[src/rtl/ysyx_220053_ifu_pkg.sv]
// Shared definitions for the instruction fetch unit.
//   - ifu_state_e      : fetch FSM states (StHalt only with IFU_MISALIGN_CHK_EN)
//   - RESET_PC_DEFAULT : default PC of the first fetch after reset
//   - NOP_INSTR        : instruction presented while halted on a misaligned target
//   - INSTR_BYTES      : PC increment per instruction
// Config macro: IFU_MISALIGN_CHK_EN adds the HALT state.
package ysyx_220053_ifu_pkg;

    localparam logic [63:0] RESET_PC_DEFAULT = 64'h8000_0000;
    localparam logic [31:0] NOP_INSTR        = 32'h0000_0013;
    localparam int unsigned INSTR_BYTES      = 4;

    typedef enum logic [2:0] {
        StReq,
        StWait,
        StDrain,
        StHold
`ifdef IFU_MISALIGN_CHK_EN
        ,
        StHalt
`endif
    } ifu_state_e;

endpackage

[src/rtl/ysyx_220053_ifu_pcgen.sv]
// PC register with next-PC selection: reset > redirect > advance (+4) > hold.
// Ports:
//   clk, rst_n        clock, synchronous active-low reset
//   redirect_valid_i  load redirect_pc_i next cycle
//   redirect_pc_i     redirect target
//   advance_i         current instruction consumed, step to the next one
//   cur_pc_o          current fetch PC
module ysyx_220053_ifu_pcgen
    import ysyx_220053_ifu_pkg::*;
#(
    parameter int unsigned     XLEN     = 64,
    parameter logic [XLEN-1:0] RESET_PC = XLEN'(RESET_PC_DEFAULT)
) (
    input  logic            clk,
    input  logic            rst_n,
    input  logic            redirect_valid_i,
    input  logic [XLEN-1:0] redirect_pc_i,
    input  logic            advance_i,
    output logic [XLEN-1:0] cur_pc_o
);

    logic [XLEN-1:0] pc_q, pc_d;

    always_comb begin
        pc_d = pc_q;
        if (redirect_valid_i) begin
            pc_d = redirect_pc_i;
        end else if (advance_i) begin
            // Wraps modulo 2^XLEN by construction.
            pc_d = pc_q + XLEN'(INSTR_BYTES);
        end
    end

    always_ff @(posedge clk) begin
        if (!rst_n) begin
            pc_q <= RESET_PC;
        end else begin
            pc_q <= pc_d;
        end
    end

    assign cur_pc_o = pc_q;

endmodule

[src/rtl/ysyx_220053_ifu.sv]
// Instruction fetch stage: one outstanding 32-bit fetch, result held on a valid/ready
// output to decode. A redirect may arrive at any time; a fetch in flight is drained and dropped.
// Ports:
//   clk, rst_n                           clock, synchronous active-low reset
//   imem_req_valid/ready/addr            fetch request channel (addr = current PC)
//   imem_rsp_valid/data                  fetch response, one per accepted request
//   redirect_valid/redirect_pc           new PC, kills anything fetched or in flight
//   instr_valid/instr_ready/instr_o/pc_o output to decode
//   fetch_err                            misaligned target halt flag (IFU_MISALIGN_CHK_EN only)
// Config macro: IFU_MISALIGN_CHK_EN enables the alignment check, HALT state and fetch_err.
module ysyx_220053_ifu
    import ysyx_220053_ifu_pkg::*;
#(
    parameter int unsigned     XLEN     = 64,
    parameter logic [XLEN-1:0] RESET_PC = XLEN'(RESET_PC_DEFAULT)
) (
    input  logic            clk,
    input  logic            rst_n,
    output logic            imem_req_valid,
    input  logic            imem_req_ready,
    output logic [XLEN-1:0] imem_req_addr,
    input  logic            imem_rsp_valid,
    input  logic [31:0]     imem_rsp_data,
    input  logic            redirect_valid,
    input  logic [XLEN-1:0] redirect_pc,
    output logic            instr_valid,
    input  logic            instr_ready,
    output logic [31:0]     instr_o,
    output logic [XLEN-1:0] pc_o
`ifdef IFU_MISALIGN_CHK_EN
    ,
    output logic            fetch_err
`endif
);

    ifu_state_e      state_q, state_d;
    logic            instr_valid_q, instr_valid_d;
    logic [31:0]     instr_q, instr_d;
    logic [XLEN-1:0] pc_out_q, pc_out_d;
    logic [XLEN-1:0] pc;
    logic            req_fire;
    logic            advance;
    logic            misaligned;

    // Only a consumed instruction steps the PC; a redirect in the same cycle wins.
    assign advance = (state_q == StHold) && instr_ready && !redirect_valid;

    ysyx_220053_ifu_pcgen #(
        .XLEN     (XLEN),
        .RESET_PC (RESET_PC)
    ) u_pcgen (
        .clk              (clk),
        .rst_n            (rst_n),
        .redirect_valid_i (redirect_valid),
        .redirect_pc_i    (redirect_pc),
        .advance_i        (advance),
        .cur_pc_o         (pc)
    );

`ifdef IFU_MISALIGN_CHK_EN
    logic fetch_err_q, fetch_err_d;
    assign misaligned = (pc[1:0] != 2'b00);
    assign fetch_err  = fetch_err_q;
`else
    assign misaligned = 1'b0;
`endif

    assign imem_req_valid = rst_n && (state_q == StReq) && !misaligned;
    assign imem_req_addr  = pc;
    assign req_fire       = imem_req_valid && imem_req_ready;

    always_comb begin
        state_d       = state_q;
        instr_valid_d = instr_valid_q;
        instr_d       = instr_q;
        pc_out_d      = pc_out_q;
`ifdef IFU_MISALIGN_CHK_EN
        fetch_err_d   = fetch_err_q;
`endif
        case (state_q)
            StReq: begin
                if (redirect_valid) begin
                    // An accepted request now has a response coming that must be dropped.
                    state_d = req_fire ? StDrain : StReq;
                end
`ifdef IFU_MISALIGN_CHK_EN
                else if (misaligned) begin
                    state_d       = StHalt;
                    instr_valid_d = 1'b1;
                    instr_d       = NOP_INSTR;
                    pc_out_d      = pc;
                    fetch_err_d   = 1'b1;
                end
`endif
                else if (req_fire) begin
                    state_d = StWait;
                end
            end
            StWait: begin
                if (redirect_valid) begin
                    state_d = imem_rsp_valid ? StReq : StDrain;
                end else if (imem_rsp_valid) begin
                    state_d       = StHold;
                    instr_valid_d = 1'b1;
                    instr_d       = imem_rsp_data;
                    pc_out_d      = pc;
                end
            end
            StHold: begin
                if (redirect_valid || instr_ready) begin
                    state_d       = StReq;
                    instr_valid_d = 1'b0;
                end
            end
            StDrain: begin
                if (imem_rsp_valid) begin
                    state_d = StReq;
                end
            end
`ifdef IFU_MISALIGN_CHK_EN
            StHalt: begin
                if (redirect_valid) begin
                    state_d       = StReq;
                    instr_valid_d = 1'b0;
                    fetch_err_d   = 1'b0;
                end
            end
`endif
            default: state_d = StReq;
        endcase
    end

    always_ff @(posedge clk) begin
        if (!rst_n) begin
            state_q       <= StReq;
            instr_valid_q <= 1'b0;
            instr_q       <= 32'h0;
            pc_out_q      <= RESET_PC;
`ifdef IFU_MISALIGN_CHK_EN
            fetch_err_q   <= 1'b0;
`endif
        end else begin
            state_q       <= state_d;
            instr_valid_q <= instr_valid_d;
            instr_q       <= instr_d;
            pc_out_q      <= pc_out_d;
`ifdef IFU_MISALIGN_CHK_EN
            fetch_err_q   <= fetch_err_d;
`endif
        end
    end

    assign instr_valid = instr_valid_q;
    assign instr_o     = instr_q;
    assign pc_o        = pc_out_q;

endmodule

[config.mk]
export PLATFORM = sky130hd
export DESIGN_NAME = ysyx_220053_ifu
export DESIGN_NICKNAME = d
export VERILOG_FILES = /design/src/rtl/ysyx_220053_ifu_pkg.sv /design/src/rtl/ysyx_220053_ifu_pcgen.sv /design/src/rtl/ysyx_220053_ifu.sv
export SDC_FILE = /design/constraint.sdc
export NUM_CORES = 1
export LEC_CHECK = 0
export CAP_MARGIN = 25
export CORE_ASPECT_RATIO = 0.75
export CORE_MARGIN = 4
export CORE_UTILIZATION = 41
export DETAILED_ROUTE_END_ITERATION = 10
export GPL_TIMING_DRIVEN = 1
export PLACE_DENSITY = 0.76
export SLEW_MARGIN = 5
export SYNTH_ARGS = -nofsm -noshare
export SYNTH_HDL_FRONTEND = slang
export SYNTH_HIERARCHICAL = 1
export SYNTH_SLANG_ARGS = --single-unit
export TNS_END_PERCENT = 1
[constraint.sdc]
create_clock -name clk -period 2.1 [get_ports clk]
set_input_delay 0.315 -clock clk [delete_from_list [all_inputs] [get_ports clk]]
set_output_delay 0.315 -clock clk [all_outputs]
set_load 0.01 [all_outputs]
**Word-level counts from Yosys, hierarchy flattened**

Cells that the tools add are included.
Widths: inputs -> output; s select.

- Bits in registers: 164
- Input port bits: 102
- Output and inout bits: 162

- Eq/ne operators: 9
- Bitwise operators: 1
- Reduce and logical (&&, ||, !) cells: 12
- Add/sub/neg operators: 1
- Multiplexer cells: 15

Operators with widths:

| cell | number |
|---|---|
| $mux 64 | 2 |
| $add 64x3->64 const B | 1 |
| $mux 3 | 6 |
| $pmux 3 s4 | 1 |
| $reduce_and 4->1 | 2 |
| $eq 3x2->1 const B | 2 |
| $ne 2x2->1 const B | 3 |
| $ne 3x3->1 const B | 2 |
| $logic_and 1x1->1 | 4 |
| $mux 2 | 2 |
| $reduce_bool 2->1 | 2 |
| $eq 3x1->1 const B | 1 |
| $logic_not 3->1 | 1 |
| $mux 1 | 3 |
| $reduce_and 3->1 | 1 |
| $ne 2x1->1 const B | 1 |
| $pmux 1 s2 | 1 |
| $logic_not 1->1 | 1 |
| $logic_or 1x1->1 | 1 |
| $not 1->1 | 1 |

**Longest topological paths before layout**

Gate-level depths: netlist of the first run.

- Depth in word-level cells: 6
- Depth in mapped cells: 11

**Cells and area by module**

Netlist of the first run, hierarchy kept.

By module, submodules not included:

| module | instances | cells an instance | seq. area each (µm²) | area an instance (µm²) |
|---|---|---|---|---|
| ysyx_220053_ifu_pcgen | 1 | 465 | 1281.2 | 3907.5 |
| ysyx_220053_ifu | 1 | 438 | 1981.9 | 3766.1 |

**Least setup slack after synthesis of the first run**

No wires, ideal clock.

- Kind: register -> register
- From: register state_q[0]
- To: register u_pcgen.pc_q[63] (netlist: u_pcgen/cur_pc_o[63])
- Arrival time: 2251 ps
- Cell stages (with the launch flop): 11
- Library setup time: 60 ps
- Slack: -211 ps
- Required time: 2040 ps
- Cells stage by stage: dfxtp_1 > buf_4 > nand2_1 > nor3b_1 > buf_2 > and3_1 > clkbuf_1 > nand4_1 > nor4b_4 > mux2i_1 > o2111a_1

- Word-level cells in the longest chain between the ends: 4

Ends and longest elaborated chain:

| what | RTL line | RTL |
|---|---|---|
| start, declared | ysyx_220053_ifu.sv:36 | `ifu_state_e state_q, state_d;` |
| start signal, assigned | ysyx_220053_ifu.sv:135 | `state_q <= StReq;` |
| start signal, assigned | ysyx_220053_ifu.sv:143 | `state_q <= state_d;` |
| $eq 3x2->1 | ysyx_220053_ifu.sv:46 | `assign advance = (state_q == StHold) && instr_ready && !redirect_valid;` |
| $logic_and 1x1->1 (2 in a row) | ysyx_220053_ifu.sv:46 |  |
| net advance | ysyx_220053_ifu.sv:42 | `logic advance;` |
| $reduce_bool 2->1 (no source line) | - |  |
| end signal, assigned | ysyx_220053_ifu_pcgen.sv:38 | `pc_q <= pc_d;` |
| end, declared | ysyx_220053_ifu_pcgen.sv:22 | `logic [XLEN-1:0] pc_q, pc_d;` |

The timed path passes the listed nets, and every way through them passes these cells.
A chain may end at the register's enable or synchronous reset.

**Worst setup path after layout of the first run**

- From: register state_q[0]
- To: register u_pcgen.pc_q[50] (netlist: u_pcgen/cur_pc_o[50])

The elaborated chain is that of the path after synthesis.

==> results of run 1 <==
power by group:
part	internal [mW]	leakage [nW]	switching, mW
registers	3.20	1.33	0.0873
clock network	2.06	0.300	1.30
logic	0.574	2.67	0.444
per-layer routing:
metal / global-route usage [%] / wire [µm] / vias up
met2: 37.2 / 11400 / 276
li1: - / - / 3734
met5: 0 / 0 / -
met1: 29.4 / 10900 / 3601
met3: 7.41 / 2070 / 20
met4: 5.29 / 299 / 0
worst min-delay path by stage:
stage	start	end	slack, ns	cells after the start
CTS	redirect_valid	u_pcgen/cur_pc_o[1]	0.44	4
global route	imem_rsp_data[3]	instr_o[3]	0.45	3
floorplan	imem_rsp_data[0]	instr_o[0]	0.45	2
global placement	pc_o[62]	pc_o[62]	0.44	2
finish	imem_rsp_data[3]	instr_o[3]	0.44	3
detailed placement	pc_o[59]	pc_o[59]	0.44	2
sequential cells by signal (all words and copies together), names as in the netlist:
| name | cells |
|---|---|
| instr_o | 32 |
| instr_valid | 1 |
| pc_o | 64 |
| state_q | 2 |
| u_pcgen/cur_pc_o | 64 |
critical path: cells and delay by family, from the launching register on:
kind            cells  cell delay (ns)
simple gates        5             1.04
buf+inv             2             0.35
flops               1             0.33
xor+xnor            1             0.16
compound gates      1             0.09
what timing repair did:
action | CTS | global route
setup buffers | 3 | 0
endpoints found under the setup margin | 14 | 41
resized for setup | 10 | 15
pin swaps | 0 | 9
cells in the mapped netlist (4+ instances only):
library cell	count
nand2_1	226
dfxtp_1	163
a21boi_0	65
clkbuf_1	40
o21ai_0	40
xnor2_1	38
a21oi_1	32
a21boi_1	30
nor3_1	24
nand3_1	21
nand4_1	20
nor2_1	20
o211a_1	17
nor4_2	13
xor2_1	12
and3_1	11
and4_1	11
buf_4	11
inv_1	10
nand2b_1	10
buf_2	9
buf_6	8
and2_1	7
nor4_1	6
mux2i_1	5
a211oi_1	4
nor4b_1	4
or2_2	4
or4_1	4
stage by stage:
step	area (µm²)	hold WS [ns]	worst slack [ns]	utilization (%)	setup TNS [ns]
after floorplan	7700	0.450	-0.0918	-	-0.342
after global placement	11000	0.441	-0.419	59.5	-10.35
after detailed placement	11000	0.444	-0.482	59.5	-15.31
after CTS	11700	0.435	0.00399	63.3	0
after global routing	11800	0.445	-0.0628	63.7	-0.586
final	11800	0.441	0.00703	63.7	0
final cells by class:
cell class / instances / area, µm²
Timing Repair Buffer: 352 / 3400
Sequential cell: 163 / 3270
Clock buffer: 20 / 457
Tap cell: 247 / 309
Inverter: 10 / 37.5
Fill cell: 1570 / 6700
Clock inverter: 11 / 174
Multi-Input combinational cell: 659 / 4110
cells by family after synthesis:
logic type | after synthesis
DFF | 163
muxes | 5
xor gates and xnor gates | 50
and+or+nand+nor | 401
AOI/OAI and AO/OA | 202
adders and majority gates | 1
buffers and inverters | 81
==> metrics.cfg, run 1 <==
[cells_and_area]
finalNonFillerCells = 1462
layout-drive-gt1-share_pct = 13.9
synthToLayoutAreaGrowth_pct = 53.2
final_common_cell = clkdlybuf4s50_1
final_cell_mix = clkdlybuf4s50_1 (261), nand2_1 (224), dfxtp_1 (160)
final_nets = 1306
n_antenna_cell = 0

[detailed_routing]
route.detailed.drc = 0
wl_per_cell_um = 16.9
ant_nets = 0
drtPass1Iterations = 7
drt_iter0_drc = 543
routed_via_density = 5.22
vias = 7631
drt_wl_total_um = 24700

[yosys]
synth-edff-count = 0
async_reset_ff_share_pct = 0
synth-compound-area-share_pct = 18.1
syn-num-nets = 1006
yosysTopAreaCellShare_pct = 42.5
yosysTopAreaCell = dfxtp_1
ys.flop_type = dfxtp_1
yosysUniqueCellTypes = 54
ys_ff_latch = 163
netlist_area_um2 = 7670
synthXorXnorAreaFrac_pct = 5.71
ys_seq_area_share_pct = 42.5
synth.area.mux_share_pct = 0.652
synth_top_family_by_area = simple AND/OR/NAND/NOR gates
synth_area_leaders = dfxtp_1 (43%), nand2_1 (11%), a21boi_0 (6.4%)
syn_avg_cell_area_um2 = 8.50
syn_inst = 903
synth_warnings = 6
yosys.area_share.simple_pct = 27.2
synth_fa_ha_area_share_pct = 0.163

[clock_network]
hold_buffers = 0
htree_levels = 4
numCtsBuffers = 17
cts_tree = built
cts.clk_slew.worst_paths_ns = 0.07
clk_latency_ns = 0.42
clock_sinks = 163
cts_root_buf = clkbuf_16
cts_max_path_buffers = 2

[worst_hold_path]
hold_class = in -> reg

[setup_path]
cpPeakStageDelay_ns = 0.50
startpoint_type = flop
reg2reg_from = state_q[0]
worstPathArrival_ns = 2.39
rrSetupSlack_ns = 0.007
crit_chain = nand2_2, nor3b_2, buf_4, nand2_2, or4_4, buf_12, nor4_4, xnor2_1, a21oi_1
timing.rr.end = u_pcgen/cur_pc_o[50]
crit_end = u_pcgen/cur_pc_o[50]
crit_top_cell = nand2_2
worstPathRequired_ns = 2.40
setup.worst_path.start = state_q[0]
r2r_cells = 9
crit_slowest_cell = or4_4
path_class = reg -> reg
critPathCaptureType = flop
crit_fanout = 11

[floorplan]
num_rows = 43
die_area_um2 = 21000
start_util_pct = 41.6
io_pins = 264
fp.dieH_um = 126
core_region_area_um2 = 18500
die_w_um = 166

[power]
p_leak_nw = 4.31
worst_ir_drop_vdd_mv = 0.584
powerDensity_nw_per_um2 = 651
power_mw = 7.66

[placement]
gp_congestion = 0.867
dp.final_hpwl_um = 17400
post-place-cells = 1428
io_buffer_count = 263

[global_routing]
grt_pass1_wl_um = 39400
grt_max_degree = 168
antenna_found_initial = 0
grt_overflow_total = 0
grt.total_usage_pct = 22.7
grt_pass1_vias = 7447

[timing]
skew_ns = 0.0127
finalSetupViolCount = 0
max_freq_mhz = 478
finalHoldViolCount = 0
min_period_ns = 2.09
relSlewSlack_pct = 56.6
worstMarginPinSlew_ns = 0.651
rsz0062_at_grt = true
period_share_pct = 99.7
drv_slew = 0

[job]
cap_violations = 0

[run_status]
outcome = finished clean

Note: power is estimated with default switching activity, not from simulation.
==> inputs of run 2 (changes only) <==
- CTS_CLUSTER_SIZE: unset -> 40
- GPL_TIMING_DRIVEN: 1 -> 0
- SLEW_MARGIN: 5 -> 20
==> run 2 against run 1 <==
Compared with the run above: the flow now finishes with violations (setup timing); critical path depth stayed put; clock power down 8.7%; final area shrank 1.2%; clock-buffer cell count unchanged; routed wire length grew 7.3%; cell count down 0.14%; clock skew grew 0.0022 ns; combinational power is 14% lower; via count is 0.48% higher; first-iteration DRC count fell by 13%; critical endpoint is now u_pcgen/cur_pc_o[36].
==> metrics.cfg, run 2 (synthesis gave the netlist of run 1 again) <==
[detailed_routing]
drt_wl_total_um = 26500  ; +7.3%
vias = 7668  ; +0.48%
drtPass1Iterations = 8  ; +1
wl_per_cell_um = 18.1  ; +7.4%
routed_via_density = 5.25  ; +0.62%
drt_iter0_drc = 471  ; -13%
ant_nets = 0  ; unchanged
route.detailed.drc = 0  ; unchanged

[floorplan]
die_area_um2 = 21000  ; unchanged
num_rows = 43  ; unchanged
die_w_um = 166  ; unchanged
start_util_pct = 41.6  ; unchanged
core_region_area_um2 = 18500  ; unchanged
io_pins = 264  ; unchanged
fp.dieH_um = 126  ; unchanged

[setup_path]
r2r_cells = 9  ; unchanged
critPathCaptureType = flop
worstPathRequired_ns = 2.39  ; about the same
rrSetupSlack_ns = -0.25  ; -0.26 ns
path_class = reg -> reg
crit_fanout = 7  ; -4
worstPathArrival_ns = 2.65  ; +0.26 ns
timing.rr.end = u_pcgen/cur_pc_o[36]
reg2reg_from = state_q[1]
startpoint_type = flop

[global_routing]
antenna_found_initial = 0  ; unchanged
grt.total_usage_pct = 24.0  ; +1.3 points
grt_pass1_wl_um = 40700  ; +3.4%
grt_pass1_vias = 7277  ; -2.3%
grt_overflow_total = 0  ; unchanged
grt_max_degree = 20  ; -88%

[clock_network]
cts_tree = built
hold_buffers = 0  ; unchanged
cts_root_buf = clkbuf_16
numCtsBuffers = 17  ; unchanged
cts.clk_slew.worst_paths_ns = 0.07  ; about the same
clk_latency_ns = 0.42  ; about the same
htree_levels = 4  ; unchanged
clock_sinks = 163  ; unchanged
cts_max_path_buffers = 2  ; unchanged

[power]
combPwrFrac_pct = 12.0  ; -1.3 points
p_int_mw = 5.43  ; -6.9%
powerDensity_nw_per_um2 = 629  ; -3.4%
worst_ir_drop_vdd_mv = 0.531  ; -9.0%
p_leak_nw = 4.29  ; -0.43%
p_seq_share_pct = 46.1  ; +3.2 points
power_frac_clock_pct = 41.9  ; -1.9 points
power_mw = 7.31  ; -4.5%
swShare_pct = 25.8  ; +1.9 points
p_sw_mw = 1.88  ; +3.0%

[job]
cap_violations = 0  ; unchanged

[placement]
gp_congestion = 0.844  ; -2.6%
io_buffer_count = 263  ; unchanged
dp.final_hpwl_um = 19100  ; +9.7%

[cells_and_area]
final_cell_mix = clkdlybuf4s50_1 (260), nand2_1 (224), dfxtp_1 (146)
final_common_cell = clkdlybuf4s50_1
final_nets = 1303  ; -0.23%
synthToLayoutAreaGrowth_pct = 51.4
n_antenna_cell = 0  ; unchanged
layout-drive-gt1-share_pct = 11.8  ; -2.1 points

[timing]
max_freq_mhz = 425  ; -11%
finalSetupViolCount = 43  ; +43
whs_ns = 0.438  ; -0.00323 ns
rsz0062_at_grt = true
drv_slew = 0  ; unchanged
relSlewSlack_pct = 57.0  ; +0.34 points
worstMarginPinSlew_ns = 0.646  ; -0.00507 ns
min_period_ns = 2.35  ; +0.260 ns
period_share_pct = 112  ; +12 points
finalHoldViolCount = 0  ; unchanged
skew_ns = 0.0150  ; +0.00222 ns
worst_slack_ns = -0.253  ; -0.260 ns

[worst_hold_path]
hold_class = in -> reg
hold_depth = 3  ; unchanged
hold_end = instr_o[30]
hold_start = imem_rsp_data[30]

[run_status]
outcome = complete, but fails checks
violations = setup timing

[run 2: power groups by stage]
stage | Sequential (mW) | Combinational, mW | Clock, mW
floorplan | 3.42 | 0.323 | 0
global placement | 3.43 | 0.857 | 0
detailed placement | 3.43 | 0.863 | 0
CTS | 3.36 | 0.868 | 3.13
global route | 3.38 | 0.944 | 3.25
finish | 3.37 | 0.875 | 3.06
[run 2: per-layer routing]
metal	routed length [µm]	share of wire, %	track usage, %
met1	11900	45	32.0
met2	12100	46	38.2
met3	2160	8.2	7.69
met4	358	1.4	5.58
met5	0	0	0
[run 2: metrics by stage]
step	TNS [ns]	util, %	std cells	setup slack [ns]	area [µm²]
global placement	-69.77	57.6	1413	-1.22	10600
detailed placement	-70.26	57.6	1413	-1.21	10600
CTS	-4.95	61.7	1454	-0.188	11400
global route	-10.44	62.9	1460	-0.317	11600
floorplan	-0.342	-	903	-0.0918	7700
finish	-4.71	62.9	1460	-0.253	11600
[run 2: area by class of cell]
type / count / area [µm²]
timing repair buffer: 281 / 2790
clock buffer: 20 / 457
clock inverter: 12 / 121
sequential: 163 / 3280
tap: 247 / 309
fill: 1598 / 6840
inverter: 10 / 37.5
buffer: 68 / 442
multi-input combinational: 659 / 4170
[run 2: how the worst max path moves through the flow]
stage | cells after the start | startpoint | to | slack [ns]
floorplan | 10 | state_q[0] | u_pcgen/cur_pc_o[63] | -0.09
global placement | 9 | redirect_valid | u_pcgen/cur_pc_o[63] | -1.22
detailed placement | 9 | redirect_valid | u_pcgen/cur_pc_o[63] | -1.21
CTS | 10 | state_q[0] | u_pcgen/cur_pc_o[50] | -0.19
global route | 9 | state_q[1] | u_pcgen/cur_pc_o[36] | -0.32
finish | 9 | state_q[1] | u_pcgen/cur_pc_o[36] | -0.25
[run 2: what timing repair did]
item / 4_1_cts / 5_1_grt
pin swaps: 11 / 10
resized for setup: 34 / 38
setup endpoints to repair: 54 / 53
buffers inserted: 11 / 5
cloned: 1 / 1
[run 2: critical path: stages, from the launching register on]
cell,delay (ns)
dfxtp_2,0.43
nand2_4,0.08
nor3b_4,0.23
buf_6,0.15
nand2_4,0.07
or4_4,0.58
buf_12,0.17
nor4_4,0.30
xnor2_1,0.15
a21oi_1,0.08
